$ cat src/rtl/div_unit_if.sv
// rtl/div_unit_if.sv - operand/result bundle between the E stage and the divider
//
// Purpose: groups the divider's handshake and datapath signals.
//   start    E-stage instruction is a divide/remainder (held while in E)
//   flush    E-stage flush, aborts any operation
//   op       00 DIV, 01 DIVU, 10 REM, 11 REMU
//   word     W variant (low 32 bits, result sign-extended from bit 31)
//   a, b     dividend / divisor after forwarding
//   result   registered result, valid while done=1
//   done     one-cycle result-valid pulse
//   busy     divider is iterating
//   stallReq stall F/D and hold E
// Modports: master drives the request (pipeline side), slave is the divider.
interface div_unit_if #(
    parameter int XLEN = 64
);
    logic            start;
    logic            flush;
    logic [1:0]      op;
    logic            word;
    logic [XLEN-1:0] a;
    logic [XLEN-1:0] b;
    logic [XLEN-1:0] result;
    logic            done;
    logic            busy;
    logic            stallReq;

    modport master (
        output start, flush, op, word, a, b,
        input  result, done, busy, stallReq
    );

    modport slave (
        input  start, flush, op, word, a, b,
        output result, done, busy, stallReq
    );
endinterface

$ cat src/rtl/div_unit.sv
// rtl/div_unit.sv - iterative restoring RV64M divider (DIV/DIVU/REM/REMU and W forms)
//
// Purpose: one quotient bit per cycle, MSB first, on operand magnitudes; signs are
// restored when the result is written. Divide-by-zero and signed overflow bypass
// the iteration and complete in one cycle.
// Ports:
//   clk    rising-edge clock
//   rst_n  asynchronous active-low reset
//   dif    div_unit_if slave modport (start/flush/op/word/a/b in,
//          result/done/busy/stallReq out)
module div_unit #(
    parameter int XLEN = 64
) (
    input  logic       clk,
    input  logic       rst_n,
    div_unit_if.slave  dif
);
    localparam int CW = $clog2(XLEN + 1);

    typedef enum logic [1:0] {
        S_IDLE = 2'd0,
        S_CALC = 2'd1,
        S_DONE = 2'd2
    } state_t;

    state_t          state_q, state_d;
    logic [CW-1:0]   cnt_q, cnt_d;
    logic [XLEN-1:0] rem_q, rem_d;
    logic [XLEN-1:0] quo_q, quo_d;     // holds remaining dividend bits, fills with quotient bits
    logic [XLEN-1:0] dvs_q, dvs_d;     // divisor magnitude
    logic [1:0]      op_q, op_d;
    logic            word_q, word_d;
    logic            negq_q, negq_d;   // negate quotient on completion
    logic            negr_q, negr_d;   // negate remainder on completion
    logic [XLEN-1:0] result_q, result_d;

    // Operand preparation (only meaningful in the IDLE accept cycle)
    logic            is_signed;
    logic [XLEN-1:0] a_ext, b_ext, a_abs, b_abs, min_val;
    logic            a_neg, b_neg, div_zero, ovf, special, accept;
    logic [XLEN-1:0] spec_res;

    // Iteration step
    logic [XLEN:0]   rem_sh;
    logic [XLEN-1:0] sub, rem_nx, quo_nx, fin_q, fin_r, calc_res;
    logic            ge;

    // Select quotient/remainder and apply the W-form sign extension of bit 31.
    function automatic logic [XLEN-1:0] pick(input logic sel_rem, input logic w,
                                             input logic [XLEN-1:0] q,
                                             input logic [XLEN-1:0] r);
        logic [XLEN-1:0] v;
        v = sel_rem ? r : q;
        if (w) v = {{(XLEN-32){v[31]}}, v[31:0]};
        return v;
    endfunction

    always_comb begin
        is_signed = ~dif.op[0];
        if (dif.word) begin
            a_ext = {{(XLEN-32){is_signed & dif.a[31]}}, dif.a[31:0]};
            b_ext = {{(XLEN-32){is_signed & dif.b[31]}}, dif.b[31:0]};
            min_val = {{(XLEN-31){1'b1}}, 31'd0};
        end else begin
            a_ext = dif.a;
            b_ext = dif.b;
            min_val = {1'b1, {(XLEN-1){1'b0}}};
        end
        a_neg = is_signed & a_ext[XLEN-1];
        b_neg = is_signed & b_ext[XLEN-1];
        a_abs = a_neg ? (~a_ext + 1'b1) : a_ext;
        b_abs = b_neg ? (~b_ext + 1'b1) : b_ext;
        div_zero = (b_ext == '0);
        ovf = is_signed & (a_ext == min_val) & (b_ext == '1);
        special = div_zero | ovf;
        // Special results use the extended operands directly, no sign fix-up.
        spec_res = pick(dif.op[1], dif.word,
                        div_zero ? '1 : a_ext,
                        div_zero ? a_ext : '0);
        accept = (state_q == S_IDLE) & dif.start & ~dif.flush;
    end

    always_comb begin
        rem_sh = {rem_q, quo_q[XLEN-1]};
        ge = (rem_sh >= {1'b0, dvs_q});
        // When ge, the difference is below the divisor so it fits in XLEN bits.
        sub = rem_sh[XLEN-1:0] - dvs_q;
        rem_nx = ge ? sub : rem_sh[XLEN-1:0];
        quo_nx = {quo_q[XLEN-2:0], ge};
        fin_q = negq_q ? (~quo_nx + 1'b1) : quo_nx;
        fin_r = negr_q ? (~rem_nx + 1'b1) : rem_nx;
        calc_res = pick(op_q[1], word_q, fin_q, fin_r);
    end

    // Datapath next state
    always_comb begin
        cnt_d = cnt_q;
        rem_d = rem_q;
        quo_d = quo_q;
        dvs_d = dvs_q;
        op_d = op_q;
        word_d = word_q;
        negq_d = negq_q;
        negr_d = negr_q;
        result_d = result_q;
        if (accept) begin
            op_d = dif.op;
            word_d = dif.word;
            negq_d = a_neg ^ b_neg;
            negr_d = a_neg;
            rem_d = '0;
            dvs_d = b_abs;
            // W forms start with the 32-bit dividend left-aligned so 32 steps consume it.
            quo_d = dif.word ? {a_abs[31:0], {(XLEN-32){1'b0}}} : a_abs;
            if (special) begin
                cnt_d = '0;
                result_d = spec_res;
            end else begin
                cnt_d = dif.word ? CW'(32) : CW'(XLEN);
            end
        end else if (state_q == S_CALC && !dif.flush) begin
            rem_d = rem_nx;
            quo_d = quo_nx;
            cnt_d = cnt_q - 1'b1;
            if (cnt_q == CW'(1)) result_d = calc_res;
        end
    end

    always_ff @(posedge clk or negedge rst_n) begin
        if (!rst_n) begin
            cnt_q <= '0;
            rem_q <= '0;
            quo_q <= '0;
            dvs_q <= '0;
            op_q <= '0;
            word_q <= 1'b0;
            negq_q <= 1'b0;
            negr_q <= 1'b0;
            result_q <= '0;
        end else begin
            cnt_q <= cnt_d;
            rem_q <= rem_d;
            quo_q <= quo_d;
            dvs_q <= dvs_d;
            op_q <= op_d;
            word_q <= word_d;
            negq_q <= negq_d;
            negr_q <= negr_d;
            result_q <= result_d;
        end
    end

    // FSM: state register
    always_ff @(posedge clk or negedge rst_n) begin
        if (!rst_n) state_q <= S_IDLE;
        else        state_q <= state_d;
    end

    // FSM: next state
    always_comb begin
        state_d = state_q;
        case (state_q)
            S_IDLE: if (dif.start && !dif.flush) state_d = special ? S_DONE : S_CALC;
            S_CALC: begin
                if (dif.flush)              state_d = S_IDLE;
                else if (cnt_q == CW'(1))   state_d = S_DONE;
            end
            S_DONE:  state_d = S_IDLE;     // start is still high for the same instruction
            default: state_d = S_IDLE;
        endcase
    end

    // FSM: outputs
    always_comb begin
        dif.busy = (state_q == S_CALC);
        dif.done = (state_q == S_DONE);
        dif.stallReq = ((state_q == S_IDLE) & dif.start & ~dif.flush) | (state_q == S_CALC);
        dif.result = result_q;
    end
endmodule
$ cat src/flat_wrapper.sv
// flat-port wrapper written by rule: the top's interface ports become plain ports
module div_unit_flat 
#(
    parameter int XLEN = 64
)
  (clk, rst_n, dif_start, dif_flush, dif_op, dif_word, dif_a, dif_b, dif_result, dif_done, dif_busy, dif_stallReq);
  div_unit_if #(.XLEN(XLEN)) dif_i ();
  input  logic clk;
  input  logic rst_n;
  input wire logic [$bits(dif_i.start)-1:0] dif_start;
  input wire logic [$bits(dif_i.flush)-1:0] dif_flush;
  input wire logic [$bits(dif_i.op)-1:0] dif_op;
  input wire logic [$bits(dif_i.word)-1:0] dif_word;
  input wire logic [$bits(dif_i.a)-1:0] dif_a;
  input wire logic [$bits(dif_i.b)-1:0] dif_b;
  output wire logic [$bits(dif_i.result)-1:0] dif_result;
  output wire logic [$bits(dif_i.done)-1:0] dif_done;
  output wire logic [$bits(dif_i.busy)-1:0] dif_busy;
  output wire logic [$bits(dif_i.stallReq)-1:0] dif_stallReq;
  assign dif_i.start = dif_start;
  assign dif_i.flush = dif_flush;
  assign dif_i.op = dif_op;
  assign dif_i.word = dif_word;
  assign dif_i.a = dif_a;
  assign dif_i.b = dif_b;
  assign dif_result = dif_i.result;
  assign dif_done = dif_i.done;
  assign dif_busy = dif_i.busy;
  assign dif_stallReq = dif_i.stallReq;
  div_unit #(.XLEN(XLEN)) u_core (.clk(clk), .rst_n(rst_n), .dif(dif_i));
endmodule
$ cat config.mk
export PLATFORM = sky130hd
export DESIGN_NAME = div_unit_flat
export DESIGN_NICKNAME = d
export VERILOG_FILES = /design/src/rtl/div_unit_if.sv /design/src/rtl/div_unit.sv /design/src/flat_wrapper.sv
export SDC_FILE = /design/constraint.sdc
export NUM_CORES = 1
export LEC_CHECK = 0
export CORE_UTILIZATION = 45
export DETAILED_ROUTE_END_ITERATION = 10
export GPL_TIMING_DRIVEN = 0
export SYNTH_ARGS = -nofsm -noshare
export SYNTH_HDL_FRONTEND = slang
export SYNTH_SLANG_ARGS = --single-unit
$ cat constraint.sdc
create_clock -name clk -period 8.18 [get_ports clk]
set_clock_uncertainty 0.15 [all_clocks]
set_input_delay 0.818 -clock clk [delete_from_list [all_inputs] [get_ports clk]]
set_output_delay 0.818 -clock clk [all_outputs]
set_load 0.02 [all_outputs]
* Word level (Yosys, flattened, before mapping) *
Cells that the tools add are included.

operators by class
  muxes and demuxes = 32
  equality and inequality tests = 8
  reduce and logical (&&, ||, !) cells = 9
  $lt $le $gt $ge = 1
  bitwise operators = 17
  add/subtract/negate cells = 6

operators by type and width
  kind                                                   number
  two-way mux 64 bit                                     22
  adder 64 x 1 -> 64 bit, second input constant          4
  NOT 64 bit                                             4
  >= comparator 65 x 64 -> 1 bit                         1
  equality test 64 bit                                   1
  equality test 64 bit, second input constant            1
  logical NOT 64 bit                                     1
  subtractor 64 bit                                      1
  two-way mux 63 bit                                     1
  two-way mux 7 bit                                      4
  AND 1 bit                                              8
  two-way mux 2 bit                                      4
  equality test 7 x 1 -> 1 bit, second input constant    1
  subtractor 7 x 1 -> 7 bit, second input constant       1
  case mux 2 bit (2 select lines)                        1
  nonzero test 2 bit                                     2
  inequality test 3 x 2 -> 1 bit, second input constant  1
  AND reduction 3 bit                                    1
  equality test 2 x 1 -> 1 bit, second input constant    1
  equality test 2 bit, second input constant             1
  logical AND 1 bit                                      2
  logical NOT 2 bit                                      1
  inequality test 2 x 1 -> 1 bit, second input constant  1
  inequality test 2 bit, second input constant           1
  5 further kinds                                        7

word-level totals
  bits in registers = 270
  output and inout port bits = 67
  logic and storage cells = 83

* Longest topological paths before layout *
  depth in word-level cells = 10
  depth in mapped cells = 28

* Least setup slack after synthesis *
No wires, ideal clock.

  path type = flip-flop to flip-flop
  from = register u_core.rem_q[9]
  to = register u_core.result_q[52], in the netlist u_core.dif.result[52]
  period minus slack after synthesis = 6.037 ns
  cell stages (with the launch flop) = 28
  required time = 7.954 ns
  arrival = 5.811 ns
  setup slack = 2.143 ns
  buffers on the path = 6
  path through = dfrtp_1 -> ha_1 -> buf_2 -> nand4_1 -> or2_1 -> o221ai_2 -> o211a_1 -> o211ai_2 -> nand2_2 -> buf_4 -> buf_2 -> buf_2 -> buf_1 -> buf_2 -> nand2_1 -> o21ai_0 -> ha_1 -> inv_1 -> nor4_1 -> nor4b_1 -> nand3_1 -> o41ai_2 -> nand4_1 -> or2_0 -> o41ai_1 -> xor2_1 -> o221a_2 -> o21ai_1

between the ends
  cells in the longest elaborated chain, start to end = 10
  elaborated cells on any way between the ends = 14

ends and longest elaborated chain
  element                                                              line                            RTL
  start, declared                                                      div_unit.sv:28                  logic [XLEN-1:0] rem_q, rem_d;
  start signal, assigned                                               div_unit.sv:142                 rem_q <= rem_d;
  subtractor 64 bit or >= comparator 65 x 64 -> 1 bit (tied branches)  div_unit.sv:87, div_unit.sv:85
  two-way mux 64 bit                                                   div_unit.sv:88                  rem_nx = ge ? sub : rem_sh[XLEN-1:0];
  NOT 64 bit                                                           div_unit.sv:91                  fin_r = negr_q ? (~rem_nx + 1'b1) : rem_nx;
  adder 64 x 1 -> 64 bit                                               div_unit.sv:91
  two-way mux 64 bit                                                   div_unit.sv:91
  two-way mux 64 bit (*)                                               div_unit.sv:53                  v = sel_rem ? r : q;
  two-way mux 64 bit (*)                                               div_unit.sv:54                  if (w) v = {{(XLEN-32){v[31]}}, v[31:0]};
  two-way mux 64 bit (*)                                               div_unit.sv:125                 if (cnt_q == CW'(1)) result_d = calc_res;
  two-way mux 64 bit (*)                                               div_unit.sv:121                 end else if (state_q == S_CALC && !dif.flush) begin
  two-way mux 64 bit (*)                                               div_unit.sv:106                 if (accept) begin
  end signal, assigned                                                 div_unit.sv:149                 result_q <= result_d;
  end, declared                                                        div_unit.sv:35                  logic [XLEN-1:0] result_q, result_d;

Mark *: on every way between the ends. The rest lies on a longest branch, timed or not. The select of a mux whose other input is x is not followed.
A chain may end at the register's enable or synchronous reset.

* Worst setup path in the final report *
  from = register u_core.rem_q[23]
  to = register u_core.result_q[42], in the netlist u_core.dif.result[42]

Same word-level chain as after synthesis.

==> metrics.json <==
{
  "outcome": {"value": "finished with violations"},
  "violated_checks": {"value": "max-capacitance violations, max-slew violations"},
  "layout.cells.most_common_list": {"value": "497 x sky130_fd_sc_hd__nand2_1, 391 x sky130_fd_sc_hd__o21ai_0, 310 x sky130_fd_sc_hd__a21oi_1, 270 x sky130_fd_sc_hd__nor2_1, 269 x sky130_fd_sc_hd__dfrtp_1"},
  "half_perimeter_wire_length_of_the_detailed_placement_result": {"value": 105.4, "unit": "mm"},
  "ys_seq_elements": {"value": 269},
  "buffer_ports.inserted": {"value": 195},
  "viasPerCell": {"value": 6.822},
  "layout.cells.most_common": {"value": "sky130_fd_sc_hd__nand2_1"},
  "synthFlopType": {"value": "sky130_fd_sc_hd__dfrtp_1"},
  "finish.cell_count_without_fillers": {"value": 4547},
  "normalized_max_slew_margin": {"value": -0.06817},
  "syn_to_final_growth": {"value": 16.54, "unit": "%"},
  "report.final.setup_viol": {"value": 0},
  "rsz0062_at_grt": {"value": "no"},
  "ys_types": {"value": 109},
  "tritoncts": {"value": "done"},
  "timing.critical_path.slowest_stage_cell": {"value": "sky130_fd_sc_hd__dfrtp_1"},
  "grt_pass1_vias": {"value": 28840},
  "number_of_optimization_iterations_in_the_first_detailed_route_pass": {"value": 6},
  "path_class": {"value": "register to register"},
  "remaining_drc_errors": {"value": 0},
  "routed_wl": {"value": 131.3, "unit": "mm"},
  "standard_cell_rows": {"value": 87},
  "crit_fanout": {"value": 19},
  "num_io_pins": {"value": 202},
  "h-tree-depth": {"value": 2},
  "critical_path.startpoint_type": {"value": "register"},
  "syn_nets": {"value": 3737},
  "total_nets_final": {"value": 3973},
  "syn_inst": {"value": 3530},
  "cts_max_path_buffers": {"value": 3},
  "synth.cell_area": {"value": 0.02585, "unit": "sq mm"},
  "wl_met2": {"value": 56.05, "unit": "mm"},
  "numPlacedInstances": {"value": 4485},
  "floorplan.initialDensity": {"value": 0.4568},
  "grt_total_usage": {"value": 0.4337},
  "antenna_violations_before_repair": {"value": 10},
  "cp_data_arrival_time": {"value": 8200, "unit": "ps"},
  "detailedPlace.worstSlack": {"value": -368.1, "unit": "ps"},
  "fraction_of_layout_cells_with_a_size_suffix_above_1": {"value": 0.04566},
  "core_area": {"value": 0.05660, "unit": "sq mm"},
  "clk-insertion-delay-late": {"value": 580, "unit": "ps"},
  "cts_sinks": {"value": 269},
  "via_count_of_the_routed_design": {"value": 31020},
  "chipHeight": {"value": 241.7, "unit": "um"},
  "drt-initial-drc-count": {"value": 4397},
  "clk_pin_slew": {"value": 60, "unit": "ps"},
  "grt_residual_overflow": {"value": 0},
  "post-route-period-util": {"value": 0.9669},
  "timing.final.max_slew_violations": {"value": 11},
  "finalWeightedCongestion": {"value": 1.051},
  "grt_start_max_net_pins": {"value": 121},
  "critPathMaxStageDelay": {"value": 530, "unit": "ps"},
  "synth.yosys.warnings": {"value": 0},
  "dr_wl_cell": {"value": 28.88, "unit": "um"},
  "clock-root-buffer": {"value": "sky130_fd_sc_hd__clkbuf_16"},
  "fp.dieArea": {"value": 0.05842, "unit": "sq mm"},
  "fillCellCount": {"value": 5593},
  "antenna_left": {"value": 0},
  "yosysSeqAreaShare": {"value": 0.2604},
  "timing.final.crit_period": {"value": 7909, "unit": "ps"},
  "finalCoreUtilization": {"value": 0.5323},
  "grt_first_pass_wirelength": {"value": 190.2, "unit": "mm"},
  "drt-met1-wl": {"value": 51.07, "unit": "mm"},
  "highest_layer": {"value": "met5"},
  "fmax": {"value": 0.1264, "unit": "GHz"},
  "cts_inserted_buffers": {"value": 35},
  "synth_async_sr_flop_share": {"value": 1.000},
  "fp.dieW": {"value": 241.7, "unit": "um"},
  "cap_violations": {"value": 2},
  "worst_setup_path_end_kind": {"value": "register"},
  "final_critical_path_setup_slack": {"value": 270.8, "unit": "ps"},
  "min_path_type": {"value": "register to register"},
  "postSynthAreaPerCell": {"value": 7.324, "unit": "sq um"},
  "worst_ep_required_time": {"value": 8470, "unit": "ps"},
  "synth_enable_flop_cells": {"value": 0},
  "route.met3.wl": {"value": 16.78, "unit": "mm"},
  "final_hold_viol_count": {"value": 0},
  "tightest_slew": {"value": 1602, "unit": "ps"}
}
==> worst max-delay path, delay by kind of cell (launching register included) <==
kind | cells | cell delay (ps)
compound gates | 10 | 3200
xor+xnor | 1 | 230
fa+ha+maj | 2 | 680
buf+inv | 6 | 1410
flops | 1 | 530
simple gates | 6 | 1520
==> cells by family (layout without fill, tap and decap cells) <==
logic type | count (synthesis) | count (layout) | synth area share
muxes | 82 | 82 | 0.03199
xor gates and xnor gates | 260 | 260 | 0.08808
and+or+nand+nor | 1239 | 1239 | 0.2273
DFF | 269 | 269 | 0.2604
AOI/OAI and AO/OA | 1243 | 1243 | 0.3012
adders and majority gates | 75 | 75 | 0.03630
other | 0 | 2 | 0
buffers and inverters | 362 | 621 | 0.05488
==> routing by layer <==
metal | GRT usage | vias to the layer above
met4 | 0.2100 | 20
met2 | 0.6512 | 2240
met5 | 0 | -
met3 | 0.1238 | 402
met1 | 0.5698 | 14990
li1 | - | 13370
==> Yosys cell counts, types with 14 or more instances <==
master                     number  area, sq um
sky130_fd_sc_hd__a21o_1        44        330.3
sky130_fd_sc_hd__nor3_1        81        405.4
sky130_fd_sc_hd__xnor2_1      139         1217
sky130_fd_sc_hd__nand2b_1      21        131.4
sky130_fd_sc_hd__dfrtp_1      269         6731
sky130_fd_sc_hd__nand4_1       63        394.1
sky130_fd_sc_hd__buf_2         33        165.2
sky130_fd_sc_hd__o21a_1        28        210.2
sky130_fd_sc_hd__and2_1        22        137.6
sky130_fd_sc_hd__a22o_1        14        122.6
sky130_fd_sc_hd__a21oi_1      311         1556
sky130_fd_sc_hd__xor2_1       121         1060
sky130_fd_sc_hd__o211ai_1      44        330.3
sky130_fd_sc_hd__nor2_1       270         1013
sky130_fd_sc_hd__buf_1         18        67.56
sky130_fd_sc_hd__nor4_1        60        375.4
sky130_fd_sc_hd__or2_2         17        106.4
sky130_fd_sc_hd__nand3_1       54        270.3
sky130_fd_sc_hd__or4_1         28        210.2
sky130_fd_sc_hd__and3_1        23        143.9
sky130_fd_sc_hd__a22oi_1       26        195.2
sky130_fd_sc_hd__ha_1          71        888.4
sky130_fd_sc_hd__mux2i_1       77        770.7
sky130_fd_sc_hd__a211oi_1      54        405.4
sky130_fd_sc_hd__o21ai_1       22        110.1
sky130_fd_sc_hd__o41ai_1       31        271.5
sky130_fd_sc_hd__o21ai_0      391         1957
sky130_fd_sc_hd__clkbuf_1     178        668.1
sky130_fd_sc_hd__nand2_1      497         1866
sky130_fd_sc_hd__or3_1         36        225.2
sky130_fd_sc_hd__o31ai_1       63        473.0
sky130_fd_sc_hd__inv_1        127        476.7
sky130_fd_sc_hd__o22ai_1       21        131.4
sky130_fd_sc_hd__a31oi_1       54        337.8
==> state kept, by name, indices dropped and copies added (netlist names) <==
signal,count
u_core.negq_q,1
u_core.dif.result,64
u_core.dvs_q,64
u_core.rem_q,64
u_core.quo_q,64
u_core.negr_q,1
u_core.word_q,1
u_core.cnt_q,7
u_core.state_q,2
u_core.op_q,1
==> layout make-up <==
class / instances / area, sq um / share of cell area
Antenna cell: 2 / 5.005 / 0.0001661
Timing Repair Buffer: 201 / 2044 / 0.06785
Buffer: 230 / 933.4 / 0.03098
Clock inverter: 15 / 241.5 / 0.008015
Tap cell: 756 / 945.9 / 0.03139
Inverter: 130 / 488.0 / 0.01620
Clock buffer: 45 / 973.4 / 0.03231
Sequential cell: 269 / 6731 / 0.2234
Multi-Input combinational cell: 2899 / 17770 / 0.5897
==> per-stage QoR <==
stage / hold WS (ps) / cell area (sq um) / setup TNS (ps)
2_1_floorplan: 298.5 / 25850 / 0
3_3_place_gp: 312.3 / 28750 / -1446460
3_5_place_dp: 320.8 / 28850 / -2478
4_1_cts: 334.7 / 30100 / 0
5_1_grt: 360.5 / 30130 / 0
6_report: 333.7 / 30130 / 0
==> final timing paths <==
| check | cells after the start | startpoint | slack [ps] | endpoint |
|---|---|---|---|---|
| worst max-delay path | 25 | u_core.rem_q[23] | 270 | u_core.dif.result[42] |
| worst min-delay path | 2 | u_core.dif.result[10] | 330 | u_core.dif.result[10] |
| worst max register to register | 25 | u_core.rem_q[23] | 270 | u_core.dif.result[42] |
| worst min register to register | 2 | u_core.dif.result[10] | 330 | u_core.dif.result[10] |
| max in group asynchronous | 3 | rst_n | 6350 | u_core.dvs_q[57] |
| min in group asynchronous | 2 | rst_n | 560 | u_core.dvs_q[6] |
==> what timing repair did <==
action / 4_1_cts / 5_1_grt
pin swaps: 1 / 0
setup endpoints to repair: 14 / 18
hold buffers: 1 / 0
endpoints found under the hold margin: 32 / 0
gates resized for setup: 3 / 10
buffers inserted: 1 / 0
Power is not shown: default switching activity piles up to over one toggle a cycle in this logic, so the estimate is an artifact.
